## src/rtl/reg_file_2r1w_pkg.sv

```systemverilog
// Shared widths and register-index constants for the MIPS register file,
// its control unit and its bench.
package reg_file_2r1w_pkg;

    localparam int DATA_W = 32;
    localparam int ADDR_W = 5;

    typedef logic [ADDR_W-1:0] reg_idx_t;
    typedef logic [DATA_W-1:0] reg_word_t;

    localparam reg_idx_t REG_ZERO = 5'd0;
    localparam reg_idx_t REG_SP   = 5'd29;
    localparam reg_idx_t REG_RA   = 5'd31;

endpackage

```

## src/rtl/reg_file_2r1w_if.sv

```systemverilog
// Datapath-side bundle of the register file: one write port, two operand
// read ports and the board-display debug read port.
interface reg_file_2r1w_if #(
    parameter int DATA_W = reg_file_2r1w_pkg::DATA_W,
    parameter int ADDR_W = reg_file_2r1w_pkg::ADDR_W
);

    logic              RegWrite;
    logic [ADDR_W-1:0] ReadReg1;
    logic [ADDR_W-1:0] ReadReg2;
    logic [ADDR_W-1:0] WriteReg;
    logic [DATA_W-1:0] WriteData;
    logic [DATA_W-1:0] ReadData1;
    logic [DATA_W-1:0] ReadData2;
    logic [ADDR_W-1:0] DbgReg;
    logic [DATA_W-1:0] DbgData;

    modport master (
        output RegWrite, ReadReg1, ReadReg2, WriteReg, WriteData, DbgReg,
        input  ReadData1, ReadData2, DbgData
    );

    modport slave (
        input  RegWrite, ReadReg1, ReadReg2, WriteReg, WriteData, DbgReg,
        output ReadData1, ReadData2, DbgData
    );

endinterface

```

## src/rtl/reg_file_2r1w.sv

```systemverilog
// 2**ADDR_W x DATA_W register file: two combinational read ports, one write
// port, a never-bypassed debug port, r0 hardwired to zero.
module reg_file_2r1w #(
    parameter int DATA_W    = reg_file_2r1w_pkg::DATA_W,
    parameter int ADDR_W    = reg_file_2r1w_pkg::ADDR_W,
    parameter bit WR_BYPASS = 1'b1
) (
    input  logic            clk,
    input  logic            rst,
    reg_file_2r1w_if.slave  bus
);

    import reg_file_2r1w_pkg::*;

    localparam int DEPTH = 2 ** ADDR_W;

    logic [DATA_W-1:0] rd_mux [DEPTH];
    logic              wr_active;
    logic              byp1;
    logic              byp2;

    // A write is only live outside reset and never to r0; this gates both
    // the storage enables and the bypass selects.
    assign wr_active = bus.RegWrite && (bus.WriteReg != ADDR_W'(REG_ZERO)) && !rst;

    genvar gi;
    generate
        for (gi = 0; gi < DEPTH; gi++) begin : g_entry
            if (gi == 0) begin : g_zero
                assign rd_mux[gi] = '0;
            end else begin : g_flop
                logic [DATA_W-1:0] entry_reg;
                logic              we;

                assign we = wr_active && (bus.WriteReg == ADDR_W'(gi));

                always_ff @(posedge clk or posedge rst) begin
                    if (rst) begin
                        entry_reg <= '0;
                    end else if (we) begin
                        entry_reg <= bus.WriteData;
                    end
                end

                assign rd_mux[gi] = entry_reg;
            end
        end
    endgenerate

    assign byp1 = WR_BYPASS && wr_active && (bus.ReadReg1 == bus.WriteReg);
    assign byp2 = WR_BYPASS && wr_active && (bus.ReadReg2 == bus.WriteReg);

    assign bus.ReadData1 = byp1 ? bus.WriteData : rd_mux[bus.ReadReg1];
    assign bus.ReadData2 = byp2 ? bus.WriteData : rd_mux[bus.ReadReg2];
    assign bus.DbgData   = rd_mux[bus.DbgReg];

endmodule
```

## src/flat_wrapper.sv

```systemverilog
// flat-port wrapper written by rule: the top's interface ports become plain ports
module reg_file_2r1w_flat import reg_file_2r1w_pkg::*;
#(
    parameter int DATA_W    = reg_file_2r1w_pkg::DATA_W,
    parameter int ADDR_W    = reg_file_2r1w_pkg::ADDR_W,
    parameter bit WR_BYPASS = 1'b1
)
  (clk, rst, bus_RegWrite, bus_ReadReg1, bus_ReadReg2, bus_WriteReg, bus_WriteData, bus_DbgReg, bus_ReadData1, bus_ReadData2, bus_DbgData);
  reg_file_2r1w_if #(.DATA_W(DATA_W), .ADDR_W(ADDR_W)) bus_i ();
  input  logic clk;
  input  logic rst;
  input wire logic [$bits(bus_i.RegWrite)-1:0] bus_RegWrite;
  input wire logic [$bits(bus_i.ReadReg1)-1:0] bus_ReadReg1;
  input wire logic [$bits(bus_i.ReadReg2)-1:0] bus_ReadReg2;
  input wire logic [$bits(bus_i.WriteReg)-1:0] bus_WriteReg;
  input wire logic [$bits(bus_i.WriteData)-1:0] bus_WriteData;
  input wire logic [$bits(bus_i.DbgReg)-1:0] bus_DbgReg;
  output wire logic [$bits(bus_i.ReadData1)-1:0] bus_ReadData1;
  output wire logic [$bits(bus_i.ReadData2)-1:0] bus_ReadData2;
  output wire logic [$bits(bus_i.DbgData)-1:0] bus_DbgData;
  assign bus_i.RegWrite = bus_RegWrite;
  assign bus_i.ReadReg1 = bus_ReadReg1;
  assign bus_i.ReadReg2 = bus_ReadReg2;
  assign bus_i.WriteReg = bus_WriteReg;
  assign bus_i.WriteData = bus_WriteData;
  assign bus_i.DbgReg = bus_DbgReg;
  assign bus_ReadData1 = bus_i.ReadData1;
  assign bus_ReadData2 = bus_i.ReadData2;
  assign bus_DbgData = bus_i.DbgData;
  reg_file_2r1w #(.DATA_W(DATA_W), .ADDR_W(ADDR_W), .WR_BYPASS(WR_BYPASS)) u_core (.clk(clk), .rst(rst), .bus(bus_i));
endmodule
```

## config.mk

```make
export PLATFORM = sky130hd
export DESIGN_NAME = reg_file_2r1w_flat
export DESIGN_NICKNAME = d
export VERILOG_FILES = /design/src/rtl/reg_file_2r1w_pkg.sv /design/src/rtl/reg_file_2r1w_if.sv /design/src/rtl/reg_file_2r1w.sv /design/src/flat_wrapper.sv
export SDC_FILE = /design/constraint.sdc
export NUM_CORES = 2
export LEC_CHECK = 0
export CAP_MARGIN = 20
export CORE_UTILIZATION = 63
export CTS_CLUSTER_DIAMETER = 50
export CTS_CLUSTER_SIZE = 24
export DETAILED_ROUTE_END_ITERATION = 16
export GPL_TIMING_DRIVEN = 1
export MAX_ROUTING_LAYER = met4
export PLACE_DENSITY = 0.81
export SYNTH_ARGS = -nofsm -noshare
export SYNTH_HDL_FRONTEND = slang
export SYNTH_SLANG_ARGS = --single-unit
```

## constraint.sdc

```tcl
create_clock -name clk -period 44.9 [get_ports clk]
set_input_delay 8.98 -clock clk [delete_from_list [all_inputs] [get_ports clk]]
set_output_delay 8.98 -clock clk [all_outputs]
set_load 0.03 [all_outputs]
```

==> run metrics <==
drc violations=0; P&R area growth vs syn=10.55%; Worst Path Required=~36 ns; final hold vios=0; via count=44,120; clk slew on worst S/H paths=about 0.050 ns; Final Cycle Share=0.5074; worst setup path class=in -> out; RSZ-0062 raised after global routing=false; core area=slightly below 100,000 sq um; Post-Syn Nets=4,268; net switching power=0.8163 mW; slew at the pin closest to its max-slew limit=1.223 ns; initial antenna violation count=10; Worst EP arrival=13.80 ns; TritonRoute pass-1 iters=7; largest cells by area after synthesis=dfrtp_1 40%, mux4_2 25%, mux2_2 22%; fmax=43.90 MHz; Largest register FFs=roughly 990; post-cts resize count=0; sequential power share=0.419; Ports=151; Post-CTS Setup Inserts=0; mapped cell area=between 60,000 and 70,000 sq um; layout cell share with drive strength beyond 1=0.5427; DPL Wire Length=roughly 110,000 um; Gate power share=0.217; Skew-Pair Late Insertion Delay=0.72 ns; gpl congestion=0.9188; routed len/inst=36.95 um; number of nets in the layout=4,164; Fillers=6,186; max-cap viol count=0; cell taking the most area after synthesis=dfrtp_1; Pleak=29.05 nW; CTS tree=built; DRT iter0 DRCs=around 7,000; DRT Wirelength=203,100 um; clock buffer depth=3; Post-synth EDFFs=0; Num CTS Buffers=110; die height=314.2 um; H-Tree Depth=3; clock sinks=992; status=finished clean; largest net degree at the start of global routing=179; initial core utilization=0.6358; GRT Util Overall=0.4298; fin. max-slew vios=0; crit end category=output port; CTS root buf=clkbuf_16; Internal Power=approximately 1.9 mW; vias per inst=roughly 8; power density cells=39.78 nW/um^2; sequential share of the synthesized area=0.4043; die width=314.2 um; setup tns final=0 ns; distinct cell type count after synthesis=43; Worst Hold Class=reg -> reg; switching share of power=0.3023; worst setup margin=22.12 ns; # port buffers=150; total congestion overflow=0; Core Rows=114; Layout Skew=0 ns; nature of the critical path startpoint=primary input; CP Max Fanout=68; clock period minus worst slack=22.78 ns; Yosys reg bits=992; area fraction of the dominant cell type after synthesis=0.4043; global-route wire length before repair=299,600 um; Worst R2R Setup Slack=44.02 ns; VDD IR-drop max=~0.045 mV; die area=98,710 sq um; Post-Synthesis Cells=4,213; antenna-violating nets left=0; pre-CTS setup slack=roughly 22 ns; number of global-route vias before repair=43,880; Primary FF master, synth=dfrtp_1; Util after Layout=0.7029; Rel. slew slack=0.1846; hold buffer count at CTS=0; Final Setup Violations=0; ys async rst share=1.000; Yosys warning total=0; Clock Power Share=0.364; Avg Cell Area, Syn=14.57 sq um
## critical path, cell delays in order
cell and delay (ns):
buf_8 0.58, buf_4 0.88, buf_4 0.82, nor2b_4 0.35
buf_4 0.37, a22o_1 0.27, mux4_2 0.49, mux2_2 0.34
clkdlybuf4s50_1 0.62
## layout make-up
type	instances	area (sq um)	area share
tap	1276	1597	0.02352
multi-input combinational	2727	34690	0.5111
inverter	2	15.01	0.0002212
sequential	992	24820	0.3657
timing repair buffer	276	2746	0.04046
clock inverter	84	1011	0.01489
clock buffer	126	2958	0.04358
antenna	13	32.53	0.0004793
## stage by stage
step | area [sq um] | power [mW] | hold WS [ns] | std cells
floorplan | 61400 | 1.539 | 0.4869 | 4213
global placement | 63540 | 1.683 | 0.5084 | 5259
CTS | 67580 | 2.682 | 0.5474 | 5473
global route | 67860 | 2.778 | 0.5619 | 5491
finish | 67880 | 2.700 | 0.5450 | 5496
detailed placement | 63610 | 1.708 | 0.5332 | 5263
## synth_stat cells, types with 10 or more instances
cell	number
nor3_1	61
buf_1	70
buf_2	153
clkbuf_1	251
o221ai_1	14
mux4_2	694
a221oi_1	95
nor2_1	174
nand2_1	58
o22ai_1	97
o21ai_0	56
buf_4	14
mux2i_1	99
nand3_1	10
or3_1	30
mux2_2	1196
a211oi_1	55
a22o_1	32
dfrtp_1	992
## worst paths after layout
check                                                   startpoint                                       to  depth (start not counted)
max in group asynchronous                                      rst  u_core.g_entry[27].g_flop.entry_reg[11]                          8
hold reg to reg            u_core.g_entry[22].g_flop.entry_reg[25]  u_core.g_entry[22].g_flop.entry_reg[25]                          1
setup reg to reg           u_core.g_entry[12].g_flop.entry_reg[16]  u_core.g_entry[12].g_flop.entry_reg[16]                          1
hold / removal             u_core.g_entry[22].g_flop.entry_reg[25]  u_core.g_entry[22].g_flop.entry_reg[25]                          1
setup / recovery                                     bus_DbgReg[0]                           bus_DbgData[5]                          9
min in group asynchronous                                      rst  u_core.g_entry[28].g_flop.entry_reg[18]                          2
## power by group through the flow
stage          Sequential, mW  Combinational [mW]  Clock, mW
2_1_floorplan            1.10               0.439          0
3_3_place_gp             1.13               0.556          0
3_5_place_dp             1.14               0.570          0
4_1_cts                  1.12               0.575      0.985
5_1_grt                  1.14               0.612       1.02
6_report                 1.13               0.586      0.982
## cell families after synthesis
| logic type | Yosys count | synth area share |
|---|---|---|
| buffers and inverters | 494 | 0.03466 |
| flip-flops | 992 | 0.4043 |
| multiplexers | 1990 | 0.4902 |
| XOR/XNOR | 10 | 0.001427 |
| AND/OR/NAND/NOR | 367 | 0.02680 |
| AO/OA/AOI/OAI | 360 | 0.04259 |
## placed cells by master (no fill, tap or decap), types with 5 or more instances in the layout
master and instances:
mux2_2 1196, dfrtp_1 992, mux4_2 694, nor2_1 161, clkdlybuf4s50_1 136, clkbuf_16 114
buf_4 111, mux2i_1 99, o22ai_1 97, a221oi_1 95, nor3_1 57, o21ai_0 56
a211oi_1 55, nand2_1 47, a22o_1 32, or3_1 30, inv_6 28, inv_8 15
o221ai_1 14, diode_2 13, nor2_4 13, clkinv_4 12, nand2_2 11, buf_8 10
buf_16 10, bufinv_16 9, clkinv_8 9, xor2_1 8, clkbuf_8 7, nand2b_1 6
clkbuf_1 6, clkinvlp_4 6, nor2b_4 5, nand3_1 5, clkinv_2 5
## per-layer routing
metal / vias up / wire length [um] / track usage
met2: 3836 / 86650 / 0.5717
met3: 843 / 32210 / 0.1694
met4: 0 / 11760 / 0.2149
li1: 16560 / - / -
met1: 22880 / 72470 / 0.5731
met5: - / 0 / -
Note: power is estimated with default switching activity, not from simulation.
